### config.mk
export PLATFORM = sky130hd
export DESIGN_NAME = seg_scan_decoder
export DESIGN_NICKNAME = d
export VERILOG_FILES = /design/src/rtl/seg_pkg.sv /design/src/rtl/seg_pattern_decode.sv /design/src/rtl/seg_scan_decoder.sv
export SDC_FILE = /design/constraint.sdc
export NUM_CORES = 1
export LEC_CHECK = 0
export BUFFER_PORTS_ARGS = -buffer_cell sky130_fd_sc_hd__buf_2
export CORE_AREA = 8 8 101 103
export DETAILED_ROUTE_END_ITERATION = 8
export DIE_AREA = 0 0 109 111
export PLACE_DENSITY_LB_ADDON = 0.2
export RECOVER_POWER = 25
export SYNTH_ARGS = -nofsm -noshare
export SYNTH_HDL_FRONTEND = slang
export SYNTH_HIERARCHICAL = 1
export SYNTH_SLANG_ARGS = --single-unit
### constraint.sdc
create_clock -name clk -period 2.9 [get_ports clk]
set_input_delay 0.58 -clock clk [delete_from_list [all_inputs] [get_ports clk]]
set_output_delay 0.58 -clock clk [all_outputs]
set_load 0.02 [all_outputs]
### src/rtl/seg_pkg.sv
// seg_pkg: shared constants for the multiplexed 7-seg read-back path.
// Contents: active-low segment patterns {a,b,c,d,e,f,g}, segment bit indices, FSM encoding.
// Used by seg_pattern_decode and seg_scan_decoder (optional hex set: SEG_DEC_HEX_EN).
package seg_pkg;

    // Active-low patterns, bit 6 = segment a ... bit 0 = segment g.
    localparam logic [6:0] SEG_0     = 7'b0000001;
    localparam logic [6:0] SEG_1     = 7'b1001111;
    localparam logic [6:0] SEG_2     = 7'b0010010;
    localparam logic [6:0] SEG_3     = 7'b0000110;
    localparam logic [6:0] SEG_4     = 7'b1001100;
    localparam logic [6:0] SEG_5     = 7'b0100100;
    localparam logic [6:0] SEG_6     = 7'b0100000;
    localparam logic [6:0] SEG_7     = 7'b0001111;
    localparam logic [6:0] SEG_8     = 7'b0000000;
    localparam logic [6:0] SEG_9     = 7'b0001100;
    localparam logic [6:0] SEG_HEX_A = 7'b0001000;
    localparam logic [6:0] SEG_HEX_B = 7'b1100000;
    localparam logic [6:0] SEG_HEX_C = 7'b0110001;
    localparam logic [6:0] SEG_HEX_D = 7'b1000010;
    localparam logic [6:0] SEG_HEX_E = 7'b0110000;
    localparam logic [6:0] SEG_HEX_F = 7'b0111000;
    localparam logic [6:0] SEG_BLANK = 7'b1111111;

    // Bit position of each segment inside the 7-bit bus.
    localparam int SEG_A = 6;
    localparam int SEG_B = 5;
    localparam int SEG_C = 4;
    localparam int SEG_D = 3;
    localparam int SEG_E = 2;
    localparam int SEG_F = 1;
    localparam int SEG_G = 0;

    // Stability FSM: SETTLE while counting equal samples, HELD once the dwell was captured.
    typedef enum logic {
        ST_SETTLE = 1'b0,
        ST_HELD   = 1'b1
    } scan_state_t;

endpackage

### src/rtl/seg_pattern_decode.sv
// seg_pattern_decode: active-low 7-seg pattern -> {err, value[3:0]}, purely combinational.
// Ports: seg (pattern in), value (decoded nibble, 4'hF when illegal), err (illegal pattern).
// Macro SEG_DEC_HEX_EN: when defined, A/b/C/d/E/F glyphs decode to 4'hA..4'hF without error.
module seg_pattern_decode
    import seg_pkg::*;
(
    input  logic [6:0] seg,
    output logic [3:0] value,
    output logic       err
);

    logic [6:0] pat;

    // Re-pack by named segment so the pattern constants stay in {a..g} order
    // regardless of how the bus is wired.
    assign pat = {seg[SEG_A], seg[SEG_B], seg[SEG_C], seg[SEG_D],
                  seg[SEG_E], seg[SEG_F], seg[SEG_G]};

    always_comb begin
        value = 4'hF;
        err   = 1'b0;
        case (pat)
            SEG_0:     value = 4'h0;
            SEG_1:     value = 4'h1;
            SEG_2:     value = 4'h2;
            SEG_3:     value = 4'h3;
            SEG_4:     value = 4'h4;
            SEG_5:     value = 4'h5;
            SEG_6:     value = 4'h6;
            SEG_7:     value = 4'h7;
            SEG_8:     value = 4'h8;
            SEG_9:     value = 4'h9;
`ifdef SEG_DEC_HEX_EN
            SEG_HEX_A: value = 4'hA;
            SEG_HEX_B: value = 4'hB;
            SEG_HEX_C: value = 4'hC;
            SEG_HEX_D: value = 4'hD;
            SEG_HEX_E: value = 4'hE;
            SEG_HEX_F: value = 4'hF;
`endif
            default: begin
                value = 4'hF;
                err   = 1'b1;
            end
        endcase
    end

endmodule

### src/rtl/seg_scan_decoder.sv
// seg_scan_decoder: samples a multiplexed active-low 7-seg bus and rebuilds the shown digits.
// Ports: clk, rst_n (async low), an/seg (display bus), clear (drop partial frame),
//        digits/digit_err (last complete frame), frame_valid (1-cycle publish pulse).
// Capture on edge STABLE_CYCLES+3 after a stable input change; macro SEG_DEC_HEX_EN adds hex.
module seg_scan_decoder
    import seg_pkg::*;
#(
    parameter int NUM_DIGITS    = 4,
    parameter int STABLE_CYCLES = 8,
    parameter int CNT_W         = 4
) (
    input  logic                    clk,
    input  logic                    rst_n,
    input  logic [NUM_DIGITS-1:0]   an,
    input  logic [6:0]              seg,
    input  logic                    clear,
    output logic [4*NUM_DIGITS-1:0] digits,
    output logic [NUM_DIGITS-1:0]   digit_err,
    output logic                    frame_valid
);

    // Synchroniser and previous-sample registers; reset to "blank, nothing selected".
    logic [NUM_DIGITS-1:0] an_s1, an_s2, an_prev;
    logic [6:0]            seg_s1, seg_s2, seg_prev;

    scan_state_t           state, state_nxt;
    logic [CNT_W-1:0]      cnt;

    logic [4*NUM_DIGITS-1:0] shadow, shadow_m;
    logic [NUM_DIGITS-1:0]   shadow_err, shadow_err_m;
    logic [NUM_DIGITS-1:0]   seen;

    logic                  changed;
    logic                  cnt_done;
    logic                  capture_evt;
    logic [NUM_DIGITS-1:0] sel;
    logic                  sel_onehot;
    logic                  capture;
    logic                  frame_done;
    logic [3:0]            dec_value;
    logic                  dec_err;

    always_ff @(posedge clk or negedge rst_n) begin
        if (!rst_n) begin
            an_s1    <= '1;
            an_s2    <= '1;
            an_prev  <= '1;
            seg_s1   <= SEG_BLANK;
            seg_s2   <= SEG_BLANK;
            seg_prev <= SEG_BLANK;
        end else begin
            an_s1    <= an;
            an_s2    <= an_s1;
            an_prev  <= an_s2;
            seg_s1   <= seg;
            seg_s2   <= seg_s1;
            seg_prev <= seg_s2;
        end
    end

    assign changed  = (an_s2 != an_prev) || (seg_s2 != seg_prev);
    assign cnt_done = (cnt == CNT_W'(STABLE_CYCLES - 1));

    // FSM: state register
    always_ff @(posedge clk or negedge rst_n) begin
        if (!rst_n) begin
            state <= ST_SETTLE;
        end else begin
            state <= state_nxt;
        end
    end

    // FSM: next state
    always_comb begin
        state_nxt = state;
        if (changed) begin
            state_nxt = ST_SETTLE;
        end else if (state == ST_SETTLE && cnt_done) begin
            state_nxt = ST_HELD;
        end
    end

    // FSM: outputs. HELD suppresses further captures until the bus changes again.
    always_comb begin
        capture_evt = 1'b0;
        if (!changed && state == ST_SETTLE && cnt_done) begin
            capture_evt = 1'b1;
        end
    end

    always_ff @(posedge clk or negedge rst_n) begin
        if (!rst_n) begin
            cnt <= '0;
        end else if (changed) begin
            cnt <= '0;
        end else if (state == ST_SETTLE && !cnt_done) begin
            cnt <= cnt + 1'b1;
        end
    end

    // Selected digit as an active-high mask; only a single selected anode is capturable.
    assign sel        = ~an_s2;
    assign sel_onehot = (sel != '0) && ((sel & (sel - NUM_DIGITS'(1))) == '0);
    assign capture    = capture_evt && sel_onehot;

    seg_pattern_decode u_decode (
        .seg   (seg_s2),
        .value (dec_value),
        .err   (dec_err)
    );

    // Shadow with the digit being captured merged in, used for both update and publish.
    always_comb begin
        shadow_m     = shadow;
        shadow_err_m = shadow_err;
        for (int i = 0; i < NUM_DIGITS; i++) begin
            if (sel[i]) begin
                shadow_m[4*i +: 4] = dec_value;
                shadow_err_m[i]    = dec_err;
            end
        end
    end

    assign frame_done = capture && ((seen | sel) == '1);

    always_ff @(posedge clk or negedge rst_n) begin
        if (!rst_n) begin
            shadow     <= '0;
            shadow_err <= '0;
            seen       <= '0;
        end else if (clear) begin
            shadow     <= '0;
            shadow_err <= '0;
            seen       <= '0;
        end else if (capture) begin
            shadow     <= shadow_m;
            shadow_err <= shadow_err_m;
            seen       <= frame_done ? '0 : (seen | sel);
        end
    end

    // clear wins over a completing capture: the previous frame stays published.
    always_ff @(posedge clk or negedge rst_n) begin
        if (!rst_n) begin
            digits      <= '0;
            digit_err   <= '0;
            frame_valid <= 1'b0;
        end else begin
            frame_valid <= frame_done && !clear;
            if (frame_done && !clear) begin
                digits    <= shadow_m;
                digit_err <= shadow_err_m;
            end
        end
    end

endmodule

* After elaboration in Yosys (flattened, before gate mapping)
Cells that the tools add are included. Widths: inputs -> output; s select.
Storage, ports and cells: flip-flop bits (word level) 83, bits in latches 0, memory bits (writable) 0, memory bits (read-only) 0, output and inout bits 21, word-level logic and storage cells 74, memories kept 0
Cells by class: add/sub/neg operators 2, $mul 0, divide/modulo/power cells 0, $lt $le $gt $ge 0, equal/unequal tests 13, shifts and indexed selects 0, muxes and demuxes 22, bitwise operators 4, reductions and logical operators 19
Operators with widths (count):
- $mux 4 | 11
- $pmux 4 s10 | 1
- $mux 16 | 2
- $eq 7x4->1 const B | 2
- $eq 7x6->1 const B | 2
- $eq 7x7->1 const B | 2
- $reduce_or 10->1 | 1
- $logic_and 1x1->1 | 8
- $mux 1 | 8
- $eq 7x1->1 const B | 1
- $eq 7x3->1 const B | 1
- $eq 7x5->1 const B | 1
- $logic_not 7->1 | 1
- $ne 7x7->1 | 1
- $reduce_bool 2->1 | 3
- $add 4x1->4 const B | 1
- $and 4x4->4 | 1
- $eq 4x3->1 const B | 1
- $eq 4x4->1 const B | 1
- $logic_not 4->1 | 1
- $ne 4x4->1 | 1
- $not 4->4 | 1
- $or 4x4->4 | 1
- $reduce_bool 4->1 | 1
- 4 further kinds | 6

* Longest topological paths before layout
Gate-level depths: netlist of the first run.
depth after elaboration 11, gate-level depth with buffers 9, mapped depth without buffers 8

* Cells and area by module
The synthesis of the first run kept the hierarchy.
By module, submodules not included:
- seg_scan_decoder | instances 1, cells each 256, area an instance 3472.1 µm², sequential area each 2118.3 µm²
- seg_pattern_decode | instances 1, cells each 36, area an instance 264.0 µm², sequential area each 0.0 µm²

* Worst setup path before layout of the first run
OpenSTA, ideal clock, no wires.
kind register -> register, start point register an_s2[0], end point register digit_err[0], library setup time 125 ps, arrival 2317 ps, required time 2775 ps, slack 458 ps, cell stages (with the launch flop) 8, path buffers 2, period minus slack after synthesis 2442 ps, cells stage by stage dfstp_2 > buf_2 > xnor2_1 > nand4_1 > or4_4 > or3_4 > buf_6 > mux2_4
On the way: word-level cells in the longest chain between the ends 9, elaborated cells on any way between the ends 18, classes of those cells add/sub: 1; eq/ne: 2; mux: 2; bitwise: 3; reduce/logical: 10
Ends and longest elaborated chain:
- start: declaration | line seg_scan_decoder.sv:23 | logic [NUM_DIGITS-1:0] an_s1, an_s2, an_prev;
- start signal: assignment | line seg_scan_decoder.sv:53 | an_s2 <= an_s1;
- branches (longest 9 deep; another with $sub 4x1->4)
- end signal: assignment | line seg_scan_decoder.sv:152 | digit_err <= shadow_err_m;
- end: declaration | line seg_scan_decoder.sv:18 | output logic [NUM_DIGITS-1:0] digit_err,
Parallel ways; which one is timed is not known. A chain may end at the register's enable or synchronous reset.

* Worst setup path after layout of the first run
start point register an_s2[2], end point register digits[12]
On the way: word-level cells in the longest chain between the ends 9, elaborated cells on any way between the ends 17, classes of those cells add/sub: 1; eq/ne: 2; mux: 1; bitwise: 3; reduce/logical: 10
Ends and longest elaborated chain:
- branches (longest 7 deep; another with $sub 4x1->4)
- $logic_and 1x1->1 (*) | line seg_scan_decoder.sv:124 | assign frame_done = capture && ((seen | sel) == '1);
- $logic_and 1x1->1 (*) | line seg_scan_decoder.sv:150 | if (frame_done && !clear) begin
- end signal: assignment | line seg_scan_decoder.sv:151 | digits <= shadow_m;
- end: declaration | line seg_scan_decoder.sv:17 | output logic [4*NUM_DIGITS-1:0] digits,
Every way passes the cells marked *.

==> results of run 1 <==
## how the worst max path moves through the flow
stage / endpoint / cells past startpoint / from
after floorplan: digit_err[0]$_DFFE_PN0P_ / 7 / an_s2[0]$_DFF_PN1_
after global placement: digits[6]$_DFFE_PN0P_ / 5 / an_s2[2]$_DFF_PN1_
after detailed placement: digit_err[1]$_DFFE_PN0P_ / 5 / an_s2[2]$_DFF_PN1_
after CTS: digit_err[1]$_DFFE_PN0P_ / 5 / an_s2[2]$_DFF_PN1_
after global routing: digits[0]$_DFFE_PN0P_ / 5 / an_s2[2]$_DFF_PN1_
final: digits[12]$_DFFE_PN0P_ / 5 / an_s2[2]$_DFF_PN1_
## placed cells by master, fill, tap and decap left out, types with 10 or more instances in the layout
master,instances
a21oi_1,21
buf_2,33
buf_4,12
dfrtp_1,50
dfstp_2,31
mux2_2,16
mux2_4,16
nor2_1,10
nor3_1,17
o21a_1,20
xnor2_1,12
## final cells by class
class	instances	area share
clock buffer	10	0.03500
clock inverter	6	0.01588
inverter	8	0.007059
multi-input combinational	182	0.3512
sequential	83	0.4979
tap	108	0.03176
timing repair buffer	46	0.06118
## state kept, by name (all words and copies together) (netlist names)
| signal | cells |
|---|---|
| seg_prev | 7 |
| an_s2 | 4 |
| seg_s2 | 7 |
| shadow_err | 4 |
| state | 1 |
| an_prev | 4 |
| digit_err | 4 |
| an_s1 | 4 |
| shadow | 16 |
| seg_s1 | 7 |
| digits | 16 |
| frame_valid | 1 |
| seen | 4 |
| cnt | 4 |
## metal layers
layer  vias up  part of all wire  global-route usage
met4         0            0.0055             0.03927
met2        52              0.46              0.1938
met3         4             0.047             0.03895
li1       1112                 -                   -
met1      1161              0.49              0.1933
met5         -                 0                   0
## critical path, cell delays in order, from the launching register on
cell and delay (ps):
dfstp_2 690, xnor2_1 160, nand4_1 190, or4_4 620, or3_4 520, mux2_4 360
## report_power, final
part / leakage [uW] / switching, uW / total [uW] / internal [uW]
Sequential: 0.00102 / 27.3 / 1230 / 1200
Clock: 0.000113 / 443 / 902 / 459
Combinational: 0.000841 / 85.3 / 145 / 59.4
## kinds of logic (layout without fill, tap and decap cells)
| logic type | count (synthesis) | count (layout) | share of synthesized area |
|---|---|---|---|
| simple gates | 67 | 67 | 0.1149 |
| flops | 83 | 83 | 0.5670 |
| mux | 41 | 41 | 0.1366 |
| compound gates | 57 | 57 | 0.1035 |
| xor+xnor | 16 | 16 | 0.03751 |
| fa+ha+maj | 1 | 1 | 0.003348 |
| buf+inv | 27 | 70 | 0.03717 |
## through the flow
step | util | hold WS [ps] | std cells | area, sq um | power [uW]
floorplan | - | 284.4 | 292 | 3736 | 1328
global placement | 0.4725 | 345.7 | 427 | 4040 | 1394
detailed placement | 0.4725 | 348.7 | 427 | 4040 | 1396
CTS | 0.4978 | 253.9 | 443 | 4257 | 2309
global route | 0.4975 | 286.0 | 443 | 4254 | 2374
finish | 0.4975 | 315.2 | 443 | 4254 | 2273
==> qor.txt, run 1 <==
Critical Path RT: 3140 ps
Register area: 2118 sq um
Slew Viols, Final: 0
Ratio of cells with drive above 1 in the final layout: 0.4060
First-pass GRT wire length: 12.85 mm
I/O pins: 35
Mean Syn Cell Area: 12.79 sq um
Post-Synthesis Cells: 292
Synth top area share: 0.3349
Post-cts hold buffer count: 0
Syn. warnings: 6
TritonCTS clock tree: built
Register-to-register setup slack: 240 ps
Post-route ant nets: 0
Grt ovf: 0
Post-synth top flop: dfrtp_1
Layout net count: 345
# Max-Cap Violations: 0
Vias in the first global route: 2405
Area delta synth->final: 13.86%
Initial DRC Count: 137
Critical path arrival: 2900 ps
Die width: 109 microns
Total GRT Usage: 0.1359
Vias: 2329
Tcrit/Tclk final: 0.9167
Post-DP HPWL: 5.127 mm
Initial antenna violation count: 0
Gpl congestion: 0.8498
Core area: 8551 sq um
Worst Setup Start Kind: flop
Mapped cell area: 3736 sq um
Syn nets: 307
HP Start: seg[0]
Count of cell types in the netlist: 48
Pleak: 0.001978 uW
# H-tree levels: 3
Reg-to-reg endpoint: digits[12]$_DFFE_PN0P_
Post-CTS resize count: 0
Worst hold endpoint: seg_s1[0]$_DFF_PN1_
Initial core utilization: 0.4369
Reg2reg start: an_s2[2]$_DFF_PN1_
Routed wire length: 7.818 mm
Clk_lat worst skew: 350 ps
Post-synth EDFFs: 0
Period minus WS final: 2659 ps
Die area: 12100 sq um
Commonest cells in the netlist: 50 x dfrtp_1, 33 x dfstp_2, 21 x a21oi_1
Hold WC Path Type: input pin to flop
Final Hold Fails: 0
Antenna cells: 0
Vias per cell: 5.257
VDD IR max: 0.3137 mV
Synth top area cells: dfrtp_1 33%, dfstp_2 23%, mux2_4 6.4%
Post-DR wirelength/cell: 17.65 microns
Post-CTS setup buffer count: 0
CTS clock-pin slew for the worst setup and hold paths: 90 ps
Yosys top cell by area: dfrtp_1
DRT Pass-1 Iters: 4
Fillers: 749
Hold depth: 1
DRC: 0
Setup ws final: 241.5 ps
Multi-input gate area: 1494 sq um
Crit Path Max Fanout: 20
Die H: 111 microns
# setup viols final: 0
Ys async rst share: 1.000
Cell Rows: 34
Outcome: complete, no violations
Unrepaired setup endpoints after global routing: no
Worst reg2reg path depth: 5
Worst Skew: 7.721 ps
Largest net degree at the start of global routing: 49
Clock sink count: 83
Register bit total from synthesis: 83
Max Fclk: 376.1 MHz
Pwr Density: 534.3 nW/um^2
Cts bufs inserted: 9
Setup TNS: 0 ps
Slew headroom: 0.2006
Most frequent cell after synthesis: dfrtp_1
I/O Buffers: 34
Worst slack, placed: 240.4 ps
Post-synthesis sequential area ratio: 0.5670
CP endpoint kind: flop
Worst-Margin Slew: 1199 ps
CTS Buffer Depth: 2
Root Driver: clkbuf_8
Setup Crit Path Kind: flop to flop
Power figures use the tool's default switching activity.
==> run 2, diff against run 1 <==
--- a/config.mk
+++ b/config.mk
@@ -5,6 +5,7 @@
 export SDC_FILE = /design/constraint.sdc
 export NUM_CORES = 1
 export LEC_CHECK = 0
+export ABC_AREA = 1
 export BUFFER_PORTS_ARGS = -buffer_cell sky130_fd_sc_hd__buf_2
 export CORE_AREA = 8 8 101 103
 export DETAILED_ROUTE_END_ITERATION = 8
==> qor.txt, run 2 <==
Outcome: complete, no violations
Unrepaired setup endpoints after global routing: no
Grt ovf: 0
Mean Syn Cell Area: 8.505 sq um
Non-Filler Instances: 590
Crit Path Max Fanout: 23
Register-to-register setup slack: 680 ps
Die width: 109 microns
Post-CTS resize count: 0
HP Start: seg[3]
DRT Pass-1 Iters: 4
Post-CTS setup buffer count: 0
Post-cts hold buffer count: 0
Clock sink count: 83
# Max-Cap Violations: 0
Die H: 111 microns
CTS clock-pin slew for the worst setup and hold paths: 80 ps
Synth top area cells: dfrtp_1 33%, dfstp_2 23%, nand2_1 14%
Max Fclk: 451.4 MHz
Worst reg2reg path depth: 10
TritonCTS clock tree: built
Synth top area share: 0.3306
Final Hold Fails: 0
Clk_lat worst skew: 340 ps
Vias per cell: 4.897
Vias in the first global route: 2700
Register bit total from synthesis: 83
Hold depth: 1
Area delta synth->final: 12.40%
Cts bufs inserted: 9
Worst-Margin Slew: 1241 ps
Design area: 4254 sq um
Ys async rst share: 1.000
DRC: 0
Routed wire length: 7.774 mm
VDD IR max: 0.2993 mV
Syn. warnings: 6
Critical path arrival: 2500 ps
Initial DRC Count: 126
Placed cell count: 574
Most frequent cell after synthesis: nand2_1
Commonest non-fill, non-tap cell in the layout: nand2_1
Pwr Density: 509.6 nW/um^2
Ratio of cells with drive above 1 in the final layout: 0.2282
Hold_ws: 329.3 ps
Critical Path RT: 3190 ps
Initial core utilization: 0.4426
# H-tree levels: 3
Post-route ant nets: 0
Initial antenna violation count: 0
Commonest non-fill, non-tap cells in the layout: 143 x nand2_1, 50 x dfrtp_1, 47 x nand3_1, 33 x buf_2, 32 x inv_1
Reg-to-reg endpoint: digit_err[2]$_DFFE_PN0P_
Cell Area, Placed: 4069 sq um
Worst hold endpoint: seg_s1[3]$_DFF_PN1_
Largest regs: digits (16), shadow (16)
Layout net count: 492
# setup viols final: 0
Core area: 8551 sq um
First-pass GRT wire length: 13.20 mm
Mapped cell area: 3785 sq um
Hold WC Path Type: input pin to flop
I/O pins: 35
Antenna cells: 0
I/O Buffers: 34
Period minus WS final: 2215 ps
Pleak: 0.002228 uW
Post-Synthesis Cells: 445
Root Driver: clkbuf_8
Post-synth top flop: dfrtp_1
Post-synth EDFFs: 0
Die area: 12100 sq um
Syn nets: 460
Yosys top cell by area: dfrtp_1
Cell Rows: 34
Slew Viols, Final: 0
Final core occ: 0.4975
Worst Setup Start Kind: flop
Slew headroom: 0.1726
Largest net degree at the start of global routing: 49
CP endpoint kind: flop
Reg2reg start: an_s2[0]$_DFF_PN1_
Count of cell types in the netlist: 28
Worst Skew: 9.694 ps
Post-DR wirelength/cell: 13.18 microns
Post-synthesis sequential area ratio: 0.5597
Setup TNS: 0 ps
Total GRT Usage: 0.1370
Gpl congestion: 0.8095
Commonest cells in the netlist: 143 x nand2_1, 50 x dfrtp_1, 47 x nand3_1
CTS Buffer Depth: 2
Tcrit/Tclk final: 0.7639
Post-DP HPWL: 5.378 mm
Vias: 2889
Setup Crit Path Kind: flop to flop
## run 2: changes by cell type after synthesis, sizes merged, moves of 9 or more
cell | before | now
inv | 8 | 46
nand3 | 3 | 48
nor3 | 17 | 5
nand4 | 4 | 20
nor2 | 10 | 29
nand2 | 4 | 150
mux2 | 32 | 0
o21a | 20 | 0
a21oi | 21 | 4
xnor2 | 12 | 3
o21ai | 3 | 31
mux2i | 9 | 0
## run 2: per-stage QoR
| stage | total power [uW] | worst slack [ps] |
|---|---|---|
| final | 2168 | 684.6 |
| after global routing | 2278 | 374.9 |
| after CTS | 2210 | 647.7 |
| after detailed placement | 1386 | 677.9 |
| after global placement | 1382 | 700.4 |
| after floorplan | 1322 | 1305 |
## run 2: final cells by class
cell class | count | area, sq um
inverter | 47 | 181.4
fill | 824 | 4297
timing repair buffer | 40 | 240.2
clock buffer | 14 | 152.6
sequential | 83 | 2118
tap | 108 | 135.1
clock inverter | 2 | 35.03
multi-input combinational | 296 | 1391
## run 2: critical path, cell delays in order, from the launching register on
cell and delay [ps]:
dfstp_2 700, nand2_1 80, nand2_1 70, nand2_1 60, nor2_1 140, nand2_1 90
nor2_2 150, nand2_2 310, nor2_2 380, nand2_1 100, nand2_1 80
## run 2: kinds of logic after synthesis
group           after synthesis  synth area share
fa+ha+maj                     1          0.003305
buf+inv                      66           0.07273
simple gates                254            0.3031
xor+xnor                      6           0.01389
flops                        83            0.5597
compound gates               35           0.04727
## run 2: layer usage
layer | track usage | vias to the layer above | share of wire
met2 | 0.2028 | 50 | 0.45
li1 | - | 1479 | -
met4 | 0.04932 | 0 | 0.012
met1 | 0.1850 | 1352 | 0.49
met5 | 0 | - | 0
met3 | 0.03895 | 8 | 0.047
## run 2: where the power goes
group / leakage [uW] / switching (uW) / internal [uW]
Sequential: 0.00104 / 29.5 / 1200
Combinational: 0.00109 / 93.5 / 39.3
Clock: 0.0000947 / 386 / 423
Total: 0.00223 / 509 / 1660
## run 2: how the worst max path moves through the flow
stage	cells after the start	from	slack (ps)	to
4_1_cts	10	an_s2[0]$_DFF_PN1_	650	digit_err[0]$_DFFE_PN0P_
2_1_floorplan	14	seg_s2[5]$_DFF_PN1_	1310	digits[0]$_DFFE_PN0P_
3_3_place_gp	10	an_s2[1]$_DFF_PN1_	700	digit_err[2]$_DFFE_PN0P_
5_1_grt	10	an_s2[0]$_DFF_PN1_	370	digit_err[1]$_DFFE_PN0P_
3_5_place_dp	10	an_s2[0]$_DFF_PN1_	680	digit_err[2]$_DFFE_PN0P_
6_report	10	an_s2[0]$_DFF_PN1_	680	digit_err[2]$_DFFE_PN0P_
